--- config.mk ---
export PLATFORM = sky130hd
export DESIGN_NAME = store_rmw
export DESIGN_NICKNAME = d
export VERILOG_FILES = /design/src/rtl/store_rmw.sv
export SDC_FILE = /design/constraint.sdc
export NUM_CORES = 1
export LEC_CHECK = 0
export CAP_MARGIN = 20
export CORE_MARGIN = 2
export CORE_UTILIZATION = 46
export DETAILED_ROUTE_END_ITERATION = 7
export PLACE_DENSITY = 0.92
export RECOVER_POWER = 50
export SKIP_LAST_GASP = 1
export SYNTH_ARGS = -nofsm -noshare
export SYNTH_HDL_FRONTEND = slang
export SYNTH_SLANG_ARGS = --single-unit
--- constraint.sdc ---
create_clock -name clock -period 2.4 [get_ports clock]
set_input_delay 0.48 -clock clock [delete_from_list [all_inputs] [get_ports clock]]
set_output_delay 0.48 -clock clock [all_outputs]
set_load 0.01 [all_outputs]
--- src/rtl/store_rmw.sv ---
// store_rmw: store unit turning SB/SH into read-modify-write sequences on a word-only data memory.
// Every output is a flop; requests are sampled only while the unit is idle and ready.
module store_rmw #(
  parameter int ADDR_W = 32
) (
  input  logic              clock,
  input  logic              reset_n,
  input  logic              req_valid,
  output logic              req_ready,
  input  logic [ADDR_W-1:0] req_addr,
  input  logic [31:0]       req_data,
  input  logic [1:0]        req_size,
  output logic [ADDR_W-3:0] mem_addr,
  output logic              mem_re,
  input  logic [31:0]       mem_rdata,
  output logic              mem_we,
  output logic [31:0]       mem_wdata,
  output logic              done,
  output logic              misaligned
);

  typedef enum logic [2:0] {
    IDLE = 3'd0,
    RD   = 3'd1,
    WAIT = 3'd2,
    WR   = 3'd3,
    ERR  = 3'd4
  } state_t;

  localparam logic [1:0] SIZE_B = 2'b00;
  localparam logic [1:0] SIZE_H = 2'b01;
  localparam logic [1:0] SIZE_W = 2'b10;

  state_t            state_r;
  state_t            state_next_s;
  logic [1:0]        off_r;
  logic [15:0]       data_r;
  logic [1:0]        size_r;
  logic [ADDR_W-3:0] mem_addr_r;
  logic [31:0]       mem_wdata_r;
  logic              req_ready_r;
  logic              mem_re_r;
  logic              mem_we_r;
  logic              done_r;
  logic              misaligned_r;
  logic              accept_s;
  logic              bad_align_s;

  function automatic logic bad_align(input logic [1:0] size, input logic [1:0] off);
    logic bad;
    case (size)
      SIZE_B:  bad = 1'b0;
      SIZE_H:  bad = off[0];
      SIZE_W:  bad = (off != 2'b00);
      default: bad = 1'b1;
    endcase
    return bad;
  endfunction

  // Little-endian lane merge; source bits above the stored width are dropped.
  function automatic logic [31:0] merge_store(input logic [31:0] rd, input logic [15:0] src,
                                              input logic [1:0] size, input logic [1:0] off);
    logic [31:0] w;
    w = rd;
    case (size)
      SIZE_B: w[{off, 3'b000} +: 8] = src[7:0];
      SIZE_H: begin
        if (off[1]) begin
          w[31:16] = src;
        end else begin
          w[15:0] = src;
        end
      end
      default: w = rd;
    endcase
    return w;
  endfunction

  assign accept_s    = req_valid & req_ready_r;
  assign bad_align_s = bad_align(req_size, req_addr[1:0]);

  // Next-state decode
  always_comb begin
    state_next_s = state_r;
    case (state_r)
      IDLE: begin
        if (!accept_s) begin
          state_next_s = IDLE;
        end else if (bad_align_s) begin
          state_next_s = ERR;
        end else if (req_size == SIZE_W) begin
          state_next_s = WR;
        end else begin
          state_next_s = RD;
        end
      end
      RD:      state_next_s = WAIT;
      WAIT:    state_next_s = WR;
      WR:      state_next_s = IDLE;
      ERR:     state_next_s = IDLE;
      default: state_next_s = IDLE;
    endcase
  end

  // State register and strobes, registered from the next state so they line up with it
  always_ff @(posedge clock) begin
    if (!reset_n) begin
      state_r      <= IDLE;
      req_ready_r  <= 1'b0;
      mem_re_r     <= 1'b0;
      mem_we_r     <= 1'b0;
      done_r       <= 1'b0;
      misaligned_r <= 1'b0;
    end else begin
      state_r      <= state_next_s;
      req_ready_r  <= (state_next_s == IDLE);
      mem_re_r     <= (state_next_s == RD);
      mem_we_r     <= (state_next_s == WR);
      done_r       <= (state_next_s == WR) || (state_next_s == ERR);
      misaligned_r <= (state_next_s == ERR);
    end
  end

  // Request latch, memory address and write-data register
  always_ff @(posedge clock) begin
    if (!reset_n) begin
      off_r       <= 2'b00;
      data_r      <= 16'h0000;
      size_r      <= 2'b00;
      mem_addr_r  <= '0;
      mem_wdata_r <= 32'h0000_0000;
    end else begin
      if (accept_s) begin
        off_r      <= req_addr[1:0];
        data_r     <= req_data[15:0];
        size_r     <= req_size;
        mem_addr_r <= req_addr[ADDR_W-1:2];
      end
      if (accept_s && !bad_align_s && (req_size == SIZE_W)) begin
        mem_wdata_r <= req_data;
      end else if (state_r == WAIT) begin
        mem_wdata_r <= merge_store(mem_rdata, data_r, size_r, off_r);
      end
    end
  end

  assign req_ready  = req_ready_r;
  assign mem_addr   = mem_addr_r;
  assign mem_re     = mem_re_r;
  assign mem_we     = mem_we_r;
  assign mem_wdata  = mem_wdata_r;
  assign done       = done_r;
  assign misaligned = misaligned_r;

endmodule

==> qor.csv, run 1 <==
stage;metric;value;unit
power_and_ir_drop;seq_power_share;43.2;%
place;place_congestion;0.896;
global_routing;grt-ovfl-total;0;
timing;finalSetupViolations;0;
finish;syn_to_final_growth;42.6;%
hold_path;worstHoldStart;mem_addr[19]$_SDFFE_PN0N_;
timing;whs;0.465;ns
clock_tree;cts_resized;0;
clock_tree;root_buffer;clkbuf_8;
timing;rsz0062_at_grt;no;
clock_tree;ctsHoldBuffers;0;
power_and_ir_drop;switchingPower;1.18;mW
timing;max_freq;0.489;GHz
setup_path;cp_data_required_time;2.66;ns
routing;wl_per_cell;19.1;µm
timing;final.min_clock_period;2.05;ns
hold_path;min_path_type;flip-flop to flip-flop;
timing;finalHoldViolCount;0;
power_and_ir_drop;power_density;550;nW/µm²
clock_tree;clockBufferDepth;2;
die;die_area;11600;µm²
setup_path;cp_max_fo;10;
setup_path;crit_type;flip-flop to flip-flop;
timing;tightest_slew;0.883;ns
power_and_ir_drop;power.total;3.87;mW
setup_path;path_buf_inv;3;
hold_path;whs_path_depth;2;
die;die_w;108;µm
setup_path;cp-end-kind;flip-flop;
routing;drc;0;
clock_tree;cts_htree_levels;3;
power_and_ir_drop;combPwrFrac;26.2;%
power_and_ir_drop;clockPowerShare;30.7;%
global_routing;grt_usage;29.8;%
global_routing;grt_pass1_wl;27.4;mm
finish;antenna_cells;0;
place;port_buffers;167;
finish;nNetsFinal;854;
setup_path;crit_path_frequent_cell;buf_4;
routing;drt_iter0_markers;626;
timing;slew_viol_final;0;
timing;skew;0.0125;ns
finish;utilization;67.8;%
finish;drive_gt1_share;6.64;%
finish;fillers;818;
hold_path;min_to;mem_addr[19]$_SDFFE_PN0N_;
synth;synth_area_per_cell;8.23;µm²
die;rows;37;
timing;finalWorstSetupSlack;0.354;ns
synth;yosysUniqueCellTypes;44;
die;fp.dieH;108;µm
power_and_ir_drop;cellLeakagePower;2.76;nW
setup_path;reg2reg_slack;0.35;ns
synth;syn_area;4930;µm²
clock_tree;clk_pin_slew;0.09;ns
finish;regArea;1800;µm²
setup_path;critPathMaxStageDelay;0.49;ns
die;ios;168;
setup_path;rr_endpoint;mem_wdata[19]$_SDFFE_PN0P_;
setup_path;start_kind;flip-flop;
timing;slew_headroom;41.1;%
clock_tree;worstSkewPairLatency;0.37;ns
power_and_ir_drop;internal-power;2.69;mW
finish;multi_input_area;2880;µm²
setup_path;cpLargestDelayFamily;buffers and inverters;
die;initial_utilization;47.5;%
routing;firstDrtPassIters;6;
global_routing;grt_pass1_vias;5687;
power_and_ir_drop;switching_share;30.4;%
synth;synth_nets;705;
routing;antenna_left;0;
timing;post-route-period-util;85.2;%
routing;dr_total_vias;5483;
setup_path;crit_chain;clkinv_1 -> buf_4 -> ha_1 -> nor4bb_1 -> buf_4 -> a32oi_1 -> nor2_1 -> o311a_1;
flow_run;cap_violations;0;
place;hpwl;11.9;mm
synth;ys_warn_count;0;
routing;routed_via_density;6.17;
clock_tree;numCtsBuffers;9;
synth;ys_seq_elements;90;
clock_tree;cts_tree;done;
outcome;outcome;finished, final reports clean;
global_routing;grt_max_degree;55;
routing;wl;17.0;mm
setup_path;regToRegStartpoint;off_r[0]$_SDFFE_PN0N_;
global_routing;antenna_found_initial;0;
setup_path;reg2reg_depth;8;
setup_path;cp_slowest_cell;dfxtp_1;
die;core_area;10400;µm²
synth;syn_inst;599;
setup_path;worstPathArrival;2.31;ns
clock_tree;cts_setup_buffers;0;
synth;ys_seq_area_share;36.5;%
place;pre_cts_slack;0.0121;ns
power_and_ir_drop;vdd_drop_max;0.381;mV
clock_tree;cts.sinks;90;
timing;setup-tns-final;0;ns
==> flip-flops by register name (all words and copies together) (netlist names) <==
name / flops
mem_wdata: 32
state_r: 3
off_r: 2
done: 1
data_r: 16
size_r: 2
mem_re: 1
mem_we: 1
misaligned: 1
mem_addr: 30
req_ready: 1
==> metal layers <==
metal | share of wire [%] | global-route usage (%) | routed length, µm
met4 | 3.5 | 16.1 | 591
met2 | 49 | 50.7 | 8290
met1 | 37 | 33.2 | 6260
met3 | 11 | 9.08 | 1820
met5 | 0 | 0 | 0
==> cells in the mapped netlist (all sizes together) <==
library cell / count / area [µm²]
nand2b: 1 / 6.26
a21o: 23 / 173
o221ai: 7 / 61.3
inv: 4 / 15.0
nor4bb: 2 / 20.0
o21bai: 1 / 7.51
a32oi: 7 / 61.3
a221o: 7 / 70.1
nand4: 2 / 12.5
nor3b: 6 / 45.0
a22o: 1 / 8.76
a21oi: 4 / 23.8
o311a: 8 / 80.1
nor4b: 1 / 23.8
clkbuf: 41 / 154
o2111ai: 1 / 8.76
nor2b: 34 / 213
buf: 16 / 77.6
dfxtp: 90 / 1800
a221oi: 1 / 8.76
o211ai: 16 / 120
a31oi: 23 / 144
a21boi: 52 / 390
o211a: 1 / 10.0
a211oi: 1 / 7.51
nand2: 106 / 398
nand3: 10 / 50.1
and2: 24 / 150
ha: 5 / 62.6
o21ai: 12 / 60.1
or3b: 1 / 8.76
nor2: 22 / 82.6
nand3b: 3 / 22.5
o21a: 1 / 7.51
and3b: 4 / 35.0
a31o: 1 / 8.76
a22oi: 33 / 248
o22ai: 2 / 12.5
a32o: 23 / 230
clkinv: 1 / 3.75
or2: 1 / 6.26
==> tightest hold or removal path, cell delays in order, from the launching register on <==
cell and delay, ns:
dfxtp_1 0.32, nand2_1 0.04, a21boi_0 0.06
==> cell usage in the layout, fill, tap and decap left out, types with 3 or more instances in the layout <==
cell,count
nor2b_1,34
nand3b_1,3
a221o_1,7
inv_6,3
o311a_1,8
a21boi_0,52
nand3_1,10
and3b_1,4
buf_4,22
nor2_1,22
a32oi_1,7
o211ai_1,16
a32o_1,23
nand2_1,106
dfxtp_1,90
dlygate4sd3_1,26
o221ai_1,7
buf_12,5
o21ai_0,12
inv_1,4
clkbuf_8,9
clkdlybuf4s50_1,140
ha_1,5
and2_1,23
a22oi_1,33
a21o_1,23
a21oi_1,3
a31oi_1,23
nor3b_1,6
==> worst max-delay path by stage <==
stage | from | end | cells past startpoint
3_3_place_gp | req_size[0] | mem_wdata[6]$_SDFFE_PN0P_ | 7
4_1_cts | off_r[0]$_SDFFE_PN0N_ | mem_wdata[18]$_SDFFE_PN0P_ | 8
6_report | off_r[0]$_SDFFE_PN0N_ | mem_wdata[19]$_SDFFE_PN0P_ | 8
3_5_place_dp | req_addr[1] | mem_wdata[4]$_SDFFE_PN0P_ | 7
5_1_grt | off_r[0]$_SDFFE_PN0N_ | mem_wdata[5]$_SDFFE_PN0P_ | 8
2_1_floorplan | off_r[1]$_SDFFE_PN0N_ | mem_wdata[10]$_SDFFE_PN0P_ | 9
==> power by group through the flow <==
stage / sequential [mW] / combinational, mW / clock [mW]
3_5_place_dp: 1.70 / 1.00 / 0
5_1_grt: 1.68 / 1.09 / 1.26
2_1_floorplan: 1.71 / 0.485 / 0
3_3_place_gp: 1.70 / 0.963 / 0
4_1_cts: 1.67 / 1.01 / 1.20
6_report: 1.67 / 1.01 / 1.19
==> logic make-up after synthesis <==
logic type      after synthesis  share of synthesized area [%]
fa+ha+maj                     5                           1.27
simple gates                217                           21.8
compound gates              225                           35.3
buf+inv                      62                           5.08
flops                        90                           36.5
==> through the flow <==
stage	std cells	cell area, µm²
2_1_floorplan	599	4930
3_3_place_gp	873	6810
3_5_place_dp	873	6810
4_1_cts	889	7030
5_1_grt	889	7030
6_report	889	7030
==> final cells by class <==
type	instances	area share [%]
tap	136	2.42
timing repair buffer	195	27.6
clock buffer	9	1.76
inverter	5	0.267
multi-input combinational	447	41.0
sequential	90	25.6
clock inverter	7	1.41
Note: power is estimated with default switching activity, not from simulation.
==> run 2: changes to the inputs <==
--- a/config.mk
+++ b/config.mk
@@ -11,6 +11,7 @@
 export DETAILED_ROUTE_END_ITERATION = 7
 export PLACE_DENSITY = 0.92
 export RECOVER_POWER = 50
+export SETUP_SLACK_MARGIN = 0.3
 export SKIP_LAST_GASP = 1
 export SYNTH_ARGS = -nofsm -noshare
 export SYNTH_HDL_FRONTEND = slang
==> constraint.sdc (replaced) <==
create_clock -name clock -period 2.05 [get_ports clock]
set_input_delay 0.41 -clock clock [delete_from_list [all_inputs] [get_ports clock]]
set_output_delay 0.41 -clock clock [all_outputs]
set_load 0.01 [all_outputs]
==> run 2 against run 1 <==
Critical path depth shrank 2; clock skew shrank 0.0037 ns; routed wire length grew 2.5%; first-iteration DRC count shrank 23%; hold slack gained 0.0015 ns; register-to-register slack lost 0.07 ns; total power grew 18%; sequential share of layout area shrank 1.0 points; final area grew 4.7%; final cell count grew 1.8%; combinational power grew 29%; critical endpoint is now mem_wdata[17]$_SDFFE_PN0P_; highest routed layer unchanged.
==> qor.csv, run 2 (synthesis gave the netlist of run 1 again) <==
stage;metric;value;unit
timing;final.min_clock_period;1.91;ns
die;fp.dieH;108;µm
clock_tree;worstSkewPairLatency;0.37;ns
power_and_ir_drop;power_density;621;nW/µm²
timing;finalHoldViolCount;0;
timing;setup-tns-final;0;ns
finish;largest_reg_flops;32;
clock_tree;ctsHoldBuffers;0;
routing;wl;17.4;mm
timing;skew;0.00885;ns
setup_path;regToRegStartpoint;off_r[0]$_SDFFE_PN0N_;
setup_path;cp-startpoint;req_valid;
timing;whs;0.466;ns
global_routing;grt_max_degree;67;
global_routing;antenna_found_initial;0;
global_routing;grt_pass1_vias;5354;
routing;antenna_left;0;
clock_tree;clockBufferDepth;2;
setup_path;start_kind;input port;
setup_path;reg2reg_depth;7;
global_routing;grt_usage;29.9;%
finish;final_common_cell;clkdlybuf4s50_1;
setup_path;reg2reg_slack;0.28;ns
hold_path;min_to;mem_addr[27]$_SDFFE_PN0N_;
finish;drive_gt1_share;11.7;%
place;hpwl;11.8;mm
timing;rsz0062_at_grt;yes;
routing;wl_per_cell;19.2;µm
clock_tree;root_buffer;clkbuf_8;
die;core_area;10400;µm²
setup_path;cp_data_required_time;2.31;ns
clock_tree;numCtsBuffers;9;
routing;dr_total_vias;5548;
setup_path;rr_endpoint;mem_wdata[30]$_SDFFE_PN0P_;
finish;antenna_cells;0;
global_routing;grt_pass1_wl;27.4;mm
timing;finalSetupViolations;0;
clock_tree;cts_htree_levels;3;
timing;slew_viol_final;0;
setup_path;worstPathArrival;2.17;ns
finish;syn_to_final_growth;49.2;%
die;die_w;108;µm
die;ios;168;
power_and_ir_drop;cellLeakagePower;2.86;nW
place;dp.cells;881;
clock_tree;cts_tree;done;
timing;finalWorstSetupSlack;0.142;ns
power_and_ir_drop;vdd_drop_max;0.428;mV
finish;fillers;761;
timing;max_freq;0.524;GHz
global_routing;grt-ovfl-total;0;
clock_tree;clk_pin_slew;0.09;ns
place;port_buffers;167;
flow_run;cap_violations;0;
place;place_congestion;0.892;
routing;routed_via_density;6.13;
setup_path;cp-end-kind;flip-flop;
timing;post-route-period-util;93.1;%
finish;fin_cells;905;
place;pre_cts_slack;-0.116;ns
die;initial_utilization;47.5;%
clock_tree;cts.sinks;90;
hold_path;worstHoldStart;mem_addr[27]$_SDFFE_PN0N_;
die;die_area;11600;µm²
setup_path;cp_max_fo;14;
outcome;outcome;finished, final reports clean;
routing;firstDrtPassIters;7;
routing;drc;0;
finish;design_area;7360;µm²
timing;tightest_slew;0.572;ns
finish;final_cell_mix;clkdlybuf4s50_1, nand2_1, dfxtp_1;
setup_path;crit_type;input port to flip-flop;
hold_path;whs_path_depth;2;
finish;utilization;70.9;%
hold_path;min_path_type;flip-flop to flip-flop;
place;placed_cell_area;6930;µm²
power_and_ir_drop;power.total;4.57;mW
die;rows;37;
routing;drt_iter0_markers;485;
timing;slew_headroom;61.7;%
finish;nNetsFinal;870;
-- run 2: cell count changes in the layout (fill, tap and decap cells not counted), moves of 4 or more --
cell             delta
clkdlybuf4s25_1     +6
buf_4               +7
dlygate4sd3_1      -15
clkbuf_1            +4
dlygate4sd2_1       +5
dfxtp_1             -4
ha_1                -4
-- run 2: area by class of cell --
| type | instances | area [µm²] | area share (%) |
|---|---|---|---|
| Sequential cell | 90 | 1810 | 24.6 |
| Inverter | 5 | 31.3 | 0.425 |
| Clock buffer | 11 | 151 | 2.06 |
| Timing Repair Buffer | 211 | 2110 | 28.6 |
| Multi-Input combinational cell | 447 | 3020 | 41.1 |
| Clock inverter | 5 | 61.3 | 0.833 |
| Tap cell | 136 | 170 | 2.31 |
-- run 2: worst max path at each step --
| stage | to | slack, ns | cells after the start |
|---|---|---|---|
| after detailed placement | mem_wdata[14]$_SDFFE_PN0P_ | -0.12 | 7 |
| after global routing | mem_wdata[17]$_SDFFE_PN0P_ | 0.15 | 6 |
| after global placement | mem_wdata[9]$_SDFFE_PN0P_ | -0.07 | 7 |
| after CTS | mem_wdata[14]$_SDFFE_PN0P_ | 0.28 | 6 |
| after floorplan | mem_wdata[10]$_SDFFE_PN0P_ | 0.29 | 7 |
| final | mem_wdata[17]$_SDFFE_PN0P_ | 0.14 | 6 |
-- run 2: layer usage --
layer / track usage, % / share of wire (%)
met5: 0 / 0
met2: 48.6 / 48
met1: 36.4 / 37
met4: 12.5 / 3.3
met3: 9.56 / 12
-- run 2: worst max-delay path: stages --
cell	delay [ns]
dlygate4sd3_1	0.57
and2_4	0.18
and2_4	0.17
buf_12	0.15
a221o_1	0.30
o311a_1	0.38
-- run 2: report_power, final --
| group | total, mW | internal, mW | switching, mW |
|---|---|---|---|
| Clock | 1.31 | 0.637 | 0.670 |
| Combinational | 1.30 | 0.674 | 0.630 |
| Sequential | 1.95 | 1.86 | 0.0977 |
| Total | 4.57 | 3.17 | 1.40 |
-- run 2: timing repair --
item / in CTS / in global routing
endpoints found under the setup margin: 32 / 41
buffers inserted: 4 / 3
resized for setup: 17 / 29
hold endpoints to repair: 0 / 0
pin swaps: 5 / 19
cloned: 1 / 0
==> edit (flow settings as in run 1) <==
Set the parameter `ADDR_W` to 48 (it was 32).
--- a/src/rtl/store_rmw.sv
+++ b/src/rtl/store_rmw.sv
@@ -2,5 +2,5 @@
 // Every output is a flop; requests are sampled only while the unit is idle and ready.
 module store_rmw #(
-  parameter int ADDR_W = 32
+  parameter int ADDR_W = 48
 ) (
   input  logic              clock,
Ports: changed (resized mem_addr and req_addr); port bits go from 168 to 200. The function was not compared with the original's and may differ.
==> edit against run 1 <==
- sequential power increased by 17%
- area after synthesis increased by 15%
- hold slack got worse by 0.013 ns
- count of clock-buffer cells in the layout unchanged
- core utilization decreased by 0.49 points
- power increased by 18%
- routed wire length increased by 4.2%
- final area increased by 15%
- setup slack got worse by 0.19 ns
- via count increased by 6.8%
- critical path depth decreased by 1
- sequential cell count increased by 16
- clock power increased by 22%
- critical path type is now in -> reg
- largest cell class unchanged
==> edit: results <==
# TYPE chip_impl_metric gauge
chip_impl_metric{name="synth_seq_area_share",unit="%"} 37.53
chip_impl_metric{name="first_pass_grt_wire_length",unit="um"} 28520
chip_impl_metric{name="gp_routability_congestion",unit=""} 0.9325
chip_impl_metric{name="drive_above_1_share",unit="%"} 10.80
chip_impl_info{name="clk_root_buffer_cell",value="sky130_fd_sc_hd__clkbuf_16"} 1
chip_impl_metric{name="power_leakage",unit="nW"} 3.365
chip_impl_metric{name="grt_start_max_net_pins",unit=""} 45
chip_impl_metric{name="place_hpwl",unit="um"} 12660
chip_impl_info{name="r2r_end",value="mem_wdata[27]"} 1
chip_impl_metric{name="fin_nets",unit=""} 978
chip_impl_metric{name="largest_register_ffs",unit=""} 46
chip_impl_metric{name="use_met2",unit="%"} 44.67
chip_impl_metric{name="initialDrtViolationCount",unit=""} 372
chip_impl_metric{name="critPathArrivalTime",unit="ns"} 2.49
chip_impl_metric{name="io_buffers",unit=""} 199
chip_impl_metric{name="synth.lib_cells_used.distinct",unit=""} 49
chip_impl_metric{name="gr-usage-all-layers",unit="%"} 27.14
chip_impl_info{name="crit_path_top_delay_cell",value="sky130_fd_sc_hd__dlygate4sd3_1"} 1
chip_impl_metric{name="grt_pass1_vias",unit=""} 5727
chip_impl_metric{name="worst_setup_hold_path_clk_slew",unit="ns"} 0.07
chip_impl_metric{name="power.ir.vdd_worst",unit="V"} 0.0005348
chip_impl_metric{name="globalRouteMet1Util",unit="%"} 32.66
chip_impl_info{name="hold_path_end",value="mem_addr[3]"} 1
chip_impl_metric{name="grt_use_met3",unit="%"} 10.54
chip_impl_metric{name="placement.cell_area",unit="um2"} 7816
chip_impl_metric{name="firstDrtPassIters",unit=""} 5
chip_impl_info{name="run_status",value="complete, no violations"} 1
chip_impl_metric{name="finalWirelength",unit="um"} 17670
-- edit: cells by family (layout without fill, tap and decap cells) --
| group | Yosys count | in the layout | share of synthesized area (%) |
|---|---|---|---|
| AOI/OAI and AO/OA | 234 | 234 | 31.98 |
| and+or+nand+nor | 266 | 266 | 23.48 |
| adders and majority gates | 5 | 5 | 1.106 |
| DFF | 106 | 106 | 37.53 |
| buffers and inverters | 69 | 250 | 5.908 |
-- edit: worst max-delay path by stage --
stage	start	end	slack (ns)	cells past startpoint
global placement	req_addr[0]	mem_wdata[23]	-0.01	5
finish	req_addr[0]	mem_wdata[28]	0.16	7
detailed placement	req_addr[0]	mem_wdata[28]	-0.05	7
global route	req_addr[0]	mem_wdata[24]	0.1	7
floorplan	off_r[1]	mem_wdata[29]	0.11	9
CTS	off_r[0]	mem_wdata[6]	0.11	6
-- edit: metrics by stage --
step                      hold WS [ns]  util [%]  worst slack (ns)  std cells
after floorplan                 0.4402         -            0.1102        680
after CTS                       0.4559     67.44            0.1122       1008
after detailed placement        0.4457     65.07          -0.04817        992
final                           0.4519     67.29            0.1614       1008
after global routing            0.4659     67.29           0.09700       1008
after global placement          0.4401     65.07          -0.01362        992
-- edit: area by class of cell --
cell class	instances	area [um2]
Clock buffer	9	225.2
Clock inverter	7	58.81
Fill cell	928	3929
Inverter	5	18.77
Multi-Input combinational cell	505	3203
Sequential cell	106	2122
Tap cell	147	183.9
Timing Repair Buffer	229	2271
-- edit: routing by layer --
layer / up-vias / share of wire (%)
met4: 0 / 2.3
li1: 2792 / -
met2: 283 / 47
met5: - / 0
met3: 36 / 11
met1: 2745 / 40
-- edit: timing repair --
item                       CTS  global route
gates resized for setup      0             1
setup endpoints to repair    0             3
buffers inserted             0             0
hold buffers                 0             0
-- edit: worst max-delay path, delay by kind of cell --
kind	cells	cell delay (ns)
AO/OA/AOI/OAI	1	0.24
buffers and inverters	3	0.93
AND/OR/NAND/NOR	3	0.81
-- edit: power breakdown --
group / total, mW / switching, mW / internal, mW / leakage [nW]
clock: 1.45 / 0.727 / 0.727 / 0.144
combinational: 1.15 / 0.564 / 0.587 / 2.36
sequential: 1.96 / 0.0872 / 1.87 / 0.862
total: 4.56 / 1.38 / 3.18 / 3.37
